[src/rtl/immd_gen_pipe.sv]
`timescale 1ns/1ps
// Pipelined immediate generator with a 2-entry skid buffer.
// Optional: IMMD_SHAMT_EN zero-extends shamt for shift-immediates.
module immd_gen_pipe #(
  parameter int XLEN  = 32,
  parameter int TAG_W = 32
) (
  input  logic             clk,
  input  logic             rst_n,
  input  logic             flush,
  input  logic             in_valid,
  output logic             in_ready,
  input  logic [31:0]      instr,
  input  logic [2:0]       instr_type,
  input  logic [TAG_W-1:0] tag_in,
  output logic             out_valid,
  input  logic             out_ready,
  output logic [XLEN-1:0]  immd_out,
  output logic [2:0]       instr_type_out,
  output logic [TAG_W-1:0] tag_out
);

  localparam logic [2:0] NOP_TYPE = 3'd0;
  localparam logic [2:0] R_TYPE   = 3'd1;
  localparam logic [2:0] I_TYPE   = 3'd2;
  localparam logic [2:0] S_TYPE   = 3'd3;
  localparam logic [2:0] B_TYPE   = 3'd4;
  localparam logic [2:0] U_TYPE   = 3'd5;
  localparam logic [2:0] J_TYPE   = 3'd6;

  typedef enum logic [1:0] {
    EMPTY,
    ONE,
    TWO
  } state_t;

  typedef struct packed {
    logic [XLEN-1:0]  immd;
    logic [2:0]       itype;
    logic [TAG_W-1:0] tag;
  } ent_t;

  state_t state_q, state_d;
  ent_t   main_q, main_d;
  ent_t   skid_q, skid_d;
  logic   in_ready_q, in_ready_d;
  ent_t   new_ent;
  logic   [31:0] w;
  logic   is_i, is_s, is_b, is_u, is_j;
  logic   acc, dlv;
  logic   unused_opc;

  assign unused_opc = ^{instr[6:0], R_TYPE};

  always_comb begin
    is_i = (instr_type == I_TYPE);
    is_s = (instr_type == S_TYPE);
    is_b = (instr_type == B_TYPE);
    is_u = (instr_type == U_TYPE);
    is_j = (instr_type == J_TYPE);
    w = '0;
    unique case (1'b1)
      is_i: w = {{20{instr[31]}}, instr[31:20]};
      is_s: w = {{20{instr[31]}}, instr[31:25], instr[11:7]};
      is_b: w = {{19{instr[31]}}, instr[31], instr[7],
                 instr[30:25], instr[11:8], 1'b0};
      is_u: w = {instr[31:12], 12'b0};
      is_j: w = {{11{instr[31]}}, instr[31], instr[19:12],
                 instr[20], instr[30:21], 1'b0};
      default: w = '0;
    endcase
`ifdef IMMD_SHAMT_EN
    // shift-immediates carry funct7 in the upper field; keep shamt only
    if (is_i && instr[6:0] == 7'b0010011 && instr[13:12] == 2'b01)
      w = {26'b0, (XLEN == 64) ? instr[25] : 1'b0, instr[24:20]};
`endif
    new_ent.immd  = XLEN'($signed(w));
    new_ent.itype = instr_type;
    new_ent.tag   = tag_in;
  end

  assign acc = in_valid & in_ready_q;
  assign dlv = out_valid & out_ready;

  always_comb begin
    state_d = state_q;
    main_d  = main_q;
    skid_d  = skid_q;
    if (flush) begin
      state_d = EMPTY;
    end else begin
      unique case (state_q)
        EMPTY: begin
          if (acc) begin
            main_d  = new_ent;
            state_d = ONE;
          end
        end
        ONE: begin
          if (acc && dlv) begin
            main_d = new_ent;
          end else if (acc) begin
            skid_d  = new_ent;
            state_d = TWO;
          end else if (dlv) begin
            state_d = EMPTY;
          end
        end
        TWO: begin
          if (dlv) begin
            main_d  = skid_q;
            state_d = ONE;
          end
        end
        default: state_d = EMPTY;
      endcase
    end
    in_ready_d = (state_d != TWO);
  end

  always_ff @(posedge clk or negedge rst_n) begin
    if (!rst_n) begin
      state_q    <= EMPTY;
      main_q     <= '{immd: '0, itype: NOP_TYPE, tag: '0};
      skid_q     <= '{immd: '0, itype: NOP_TYPE, tag: '0};
      in_ready_q <= 1'b0;
    end else begin
      state_q    <= state_d;
      main_q     <= main_d;
      skid_q     <= skid_d;
      in_ready_q <= in_ready_d;
    end
  end

  assign in_ready       = in_ready_q;
  assign out_valid      = (state_q != EMPTY);
  assign immd_out       = main_q.immd;
  assign instr_type_out = main_q.itype;
  assign tag_out        = main_q.tag;

endmodule

[config.mk]
export PLATFORM = sky130hd
export DESIGN_NAME = immd_gen_pipe
export DESIGN_NICKNAME = d
export VERILOG_FILES = /design/src/rtl/immd_gen_pipe.sv
export SDC_FILE = /design/constraint.sdc
export NUM_CORES = 1
export LEC_CHECK = 0
export BUFFER_PORTS_ARGS = -buffer_cell sky130_fd_sc_hd__clkbuf_2
export CELL_PAD_IN_SITES_DETAIL_PLACEMENT = 1
export CELL_PAD_IN_SITES_GLOBAL_PLACEMENT = 2
export CORE_ASPECT_RATIO = 1.4
export CORE_UTILIZATION = 33
export CTS_BUF_LIST = sky130_fd_sc_hd__clkbuf_4 sky130_fd_sc_hd__clkbuf_8 sky130_fd_sc_hd__clkbuf_16
export CTS_CLUSTER_DIAMETER = 30
export DETAILED_ROUTE_END_ITERATION = 10
export PLACE_DENSITY = 0.87
export SYNTH_ARGS = -nofsm -noshare
export SYNTH_HDL_FRONTEND = slang
export SYNTH_SLANG_ARGS = --single-unit
export TNS_END_PERCENT = 5
[constraint.sdc]
create_clock -name clk -period 2.2 [get_ports clk]
set_clock_uncertainty 0.2 [all_clocks]
set_input_delay 0.22 -clock clk [delete_from_list [all_inputs] [get_ports clk]]
set_output_delay 0.22 -clock clk [all_outputs]
set_load 0.05 [all_outputs]
==> impl_summary.md <==
Outcome
The flow ran to the end, and the final reports show no timing, DRC or antenna violations.

Synth
Of the synthesized area, sequential elements account for 0.549. By area the synthesized netlist is led by sky130_fd_sc_hd__dfrtp_1, sky130_fd_sc_hd__mux2_2, sky130_fd_sc_hd__nand2_1. The proportion of synthesized flip-flops having asynchronous set or reset is 1.00. The synthesized area per cell is 9.92 um2. By count the netlist is led by sky130_fd_sc_hd__dfrtp_1, sky130_fd_sc_hd__nand2_1, sky130_fd_sc_hd__o21ai_0.

In this run, synthesis inferred 0 flip-flops with an integrated enable. The number of flip-flops and latches in the synthesized netlist is 137. The cell type with the highest aggregate area in the netlist is sky130_fd_sc_hd__dfrtp_1. In this run the cell area of the synthesized design comes to 0.00624 mm2.

Of the post-synthesis cell area, the dominant cell type holds 0.549. After synthesis, the netlist uses 34 different library cells. In the post-synthesis netlist, the cell with the most instances is sky130_fd_sc_hd__dfrtp_1. The net count of the mapped netlist is 701. The count of yosys warnings during synthesis is 0. The cell count after synthesis is 629.

The most used flip-flop cell after synthesis is sky130_fd_sc_hd__dfrtp_1.

Timing
Hold timing on the final database bottoms out at a slack of 47.2 ps. The transition time of the tightest slew-check pin is 672 ps. The number of pins with negative max-slew slack in the final report was 0. Setup repair after global routing left no endpoint under its margin. In the finished design, the share of the clock period the worst path needs comes to 0.886. The setup total negative slack is 0 ps. The hold violation total from the final report came to 0. The minimum period implied by the final worst setup slack is 1950 ps.

The maximum clock rate is 513 MHz. The number of failing setup endpoints in the final timing report is 0. The headroom to the max-slew limit is 0.551.

Global routing
The initial antenna violation count is 0. Global routing finished with a remaining overflow of 0. The first global-routing pass estimated 30300 um of wire. The pin count of the biggest net entering global routing is 59. The global router's overall resource usage is 0.200.

The number of global-route vias before repair is 5988.

Clock tree
The buffer type at the clock tree root is sky130_fd_sc_hd__clkbuf_16. The TritonCTS clock tree is built. The sink count of the clock tree is 137. The clock latency of the later-clocked register in the worst-skew pair is 420 ps. In this run, CTS created clock tree buffers numbering 17. After clock tree synthesis, the clock-pin slew on the worst setup and hold paths is 60 ps. The deepest clock path buffer count is 2. The H-tree was split into 4 levels. Buffers added to address setup during post-CTS repair amount to 0.

Routing
The total DRC errors in the routed layout is 0. The post-detailed-route wirelength per cell is 17.4 um. The detailed router placed 5490 vias in this run. Once detail routing completed, the nets flagged for antenna violations numbered 0. The first detailed-routing pass took 4 iterations.

The iteration-0 DRC count of the detailed router is 195. The final layout contains routed wiring with a total length of 18400 um. The post-detailed-route via-to-cell ratio is 5.18.

Floorplanning
The total number of placement rows is 59. The die outline width is 118 um. The top-level port count is 141. The area enclosed by the die boundary is 0.0195 mm2.

In this run the standard cell core region covers 0.0185 mm2. Measured along the y axis, the die boundary spans 165 um. For this configuration, the core starts out at a cell density of 0.337.

Finish
The register area is 0.00343 mm2. At the end of the flow the core is filled with cells to 0.453. The multi-input combinational cells in the finished layout cover a total of 0.00259 mm2.

After filler insertion, the fill cell instance count of the layout stands at 2100. After routing the design area is 0.00839 mm2. The net count of the finished layout is 872. The area growth from synthesis to layout is 34.5%. The share of layout cells above drive strength 1 is 0.298.

Power
The share of total power dissipated in combinational logic is 0.262. Cell internal power was estimated by the tool at 0.00561 W. The analysis attributes to cell leakage a power of 3.86 nW. The power per cell area is 1030 mW/mm2. The maximum vdd drop is 0.000617 V. For this design the total switching power over the nets is 0.00301 W. The clock network fraction of design power is 0.344. The sequential group share of total power is 0.394.

The proportion of total power due to net switching is 0.349.

Placed design
The weighted congestion reported at the end of routability-driven placement is 0.826. The post-placement cell area is 0.00727 mm2. The number of port buffers is 133. The wire-length estimate of the detail-placed layout is 12400 um.

Critical path
The largest single stage delay on the critical path is 460 ps. The worst register-to-register path has a setup slack of 250 ps. The slowest stage of the critical path is the sky130_fd_sc_hd__dfrtp_1 cell.

The sort of element at the end of the critical path is a flop. The data arrival time at the worst-slack endpoint is 2060 ps. The signal on the critical path passes through nand3b_1, o31ai_4, buf_12, mux2_2. The data required time of the worst path is 2310 ps. The maximum net fanout on the critical path is 31. The startpoint kind of the worst setup timing path is a flop. The critical path is of the flop to flop type.

Min path
The worst hold path belongs to the class input port to flop.

Job
Across the run, the number of max-cap violations was 0.
==> per-stage QoR <==
step | power, W | cells | setup slack [ps]
5_1_grt | 0.00904 | 1057 | 132
3_3_place_gp | 0.00553 | 975 | 304
3_5_place_dp | 0.00565 | 975 | 115
4_1_cts | 0.00874 | 1057 | 66.4
2_1_floorplan | 0.00494 | 629 | 260
6_report | 0.00862 | 1059 | 250
==> cell families after synthesis <==
kind of cell | synth area share
simple gates | 0.132
compound gates | 0.178
flops | 0.549
mux | 0.0990
buf+inv | 0.0403
xor+xnor | 0.00140
==> worst max-delay path: cells and delay by family, from the launching register on <==
| family | cells | cell delay [ps] |
|---|---|---|
| flip-flops | 1 | 460 |
| multiplexers | 1 | 350 |
| AO/OA/AOI/OAI | 1 | 320 |
| AND/OR/NAND/NOR | 1 | 250 |
| buffers and inverters | 1 | 240 |
==> layer usage <==
layer / part of all wire / track usage / vias up
li1: - / - / 2548
met1: 0.41 / 0.225 / 2760
met2: 0.53 / 0.357 / 140
met3: 0.030 / 0.0394 / 42
met4: 0.034 / 0.105 / 0
met5: 0 / 0 / -
==> state kept, by name, indices dropped and copies added (netlist names) <==
signal and flops:
immd_out 32, in_ready 1, instr_type_out 3, skid_q 67, state_q 2, tag_out 32
==> power groups by stage <==
stage	clock network (W)	registers [W]	logic (W)
global placement	0	0.00339	0.00213
CTS	0.00305	0.00340	0.00229
detailed placement	0	0.00344	0.00221
floorplan	0	0.00422	0.000721
global route	0.00315	0.00346	0.00244
finish	0.00297	0.00340	0.00226
==> timing repair <==
| action | 4_1_cts | 5_1_grt |
|---|---|---|
| hold buffers | 50 | 0 |
| gates resized for setup | 0 | 1 |
| hold endpoints to repair | 168 | 0 |
| endpoints found under the setup margin | 0 | 7 |
==> worst paths after layout <==
| path | from | endpoint | depth (start not counted) |
|---|---|---|---|
| setup / recovery | state_q[1] | immd_out[11] | 4 |
| hold / removal | instr[19] | skid_q[54] | 4 |
| setup reg to reg | state_q[1] | immd_out[11] | 4 |
| hold reg to reg | skid_q[64] | skid_q[64] | 2 |
| max in group asynchronous | rst_n | skid_q[28] | 3 |
| min in group asynchronous | rst_n | skid_q[49] | 2 |
==> final cells by class <==
cell class / instances / share of cell area
Clock inverter: 15 / 0.0225
Clock buffer: 17 / 0.0507
Timing Repair Buffer: 205 / 0.173
Multi-Input combinational cell: 438 / 0.308
Tap cell: 244 / 0.0364
Antenna cell: 2 / 0.000596
Inverter: 1 / 0.000447
Sequential cell: 137 / 0.408
==> placed cells by master (no fill, tap or decap), types with 4 or more instances in the layout <==
cell / n
sky130_fd_sc_hd__o211a_1: 8
sky130_fd_sc_hd__a22oi_1: 4
sky130_fd_sc_hd__mux2_2: 46
sky130_fd_sc_hd__o221ai_1: 4
sky130_fd_sc_hd__nand3_1: 6
sky130_fd_sc_hd__a2bb2oi_1: 5
sky130_fd_sc_hd__clkinv_4: 4
sky130_fd_sc_hd__o21ai_1: 14
sky130_fd_sc_hd__a21oi_1: 17
sky130_fd_sc_hd__o21ai_0: 55
sky130_fd_sc_hd__clkbuf_2: 132
sky130_fd_sc_hd__dfrtp_1: 137
sky130_fd_sc_hd__nor2_1: 51
sky130_fd_sc_hd__nand2b_1: 4
sky130_fd_sc_hd__dlygate4sd3_1: 50
sky130_fd_sc_hd__a31oi_1: 52
sky130_fd_sc_hd__buf_4: 13
sky130_fd_sc_hd__clkbuf_16: 17
sky130_fd_sc_hd__nand2_1: 129
sky130_fd_sc_hd__o21a_1: 4
sky130_fd_sc_hd__mux2i_1: 10
sky130_fd_sc_hd__inv_6: 5
sky130_fd_sc_hd__buf_12: 9
sky130_fd_sc_hd__a211oi_1: 11
Power figures use the tool's default switching activity.
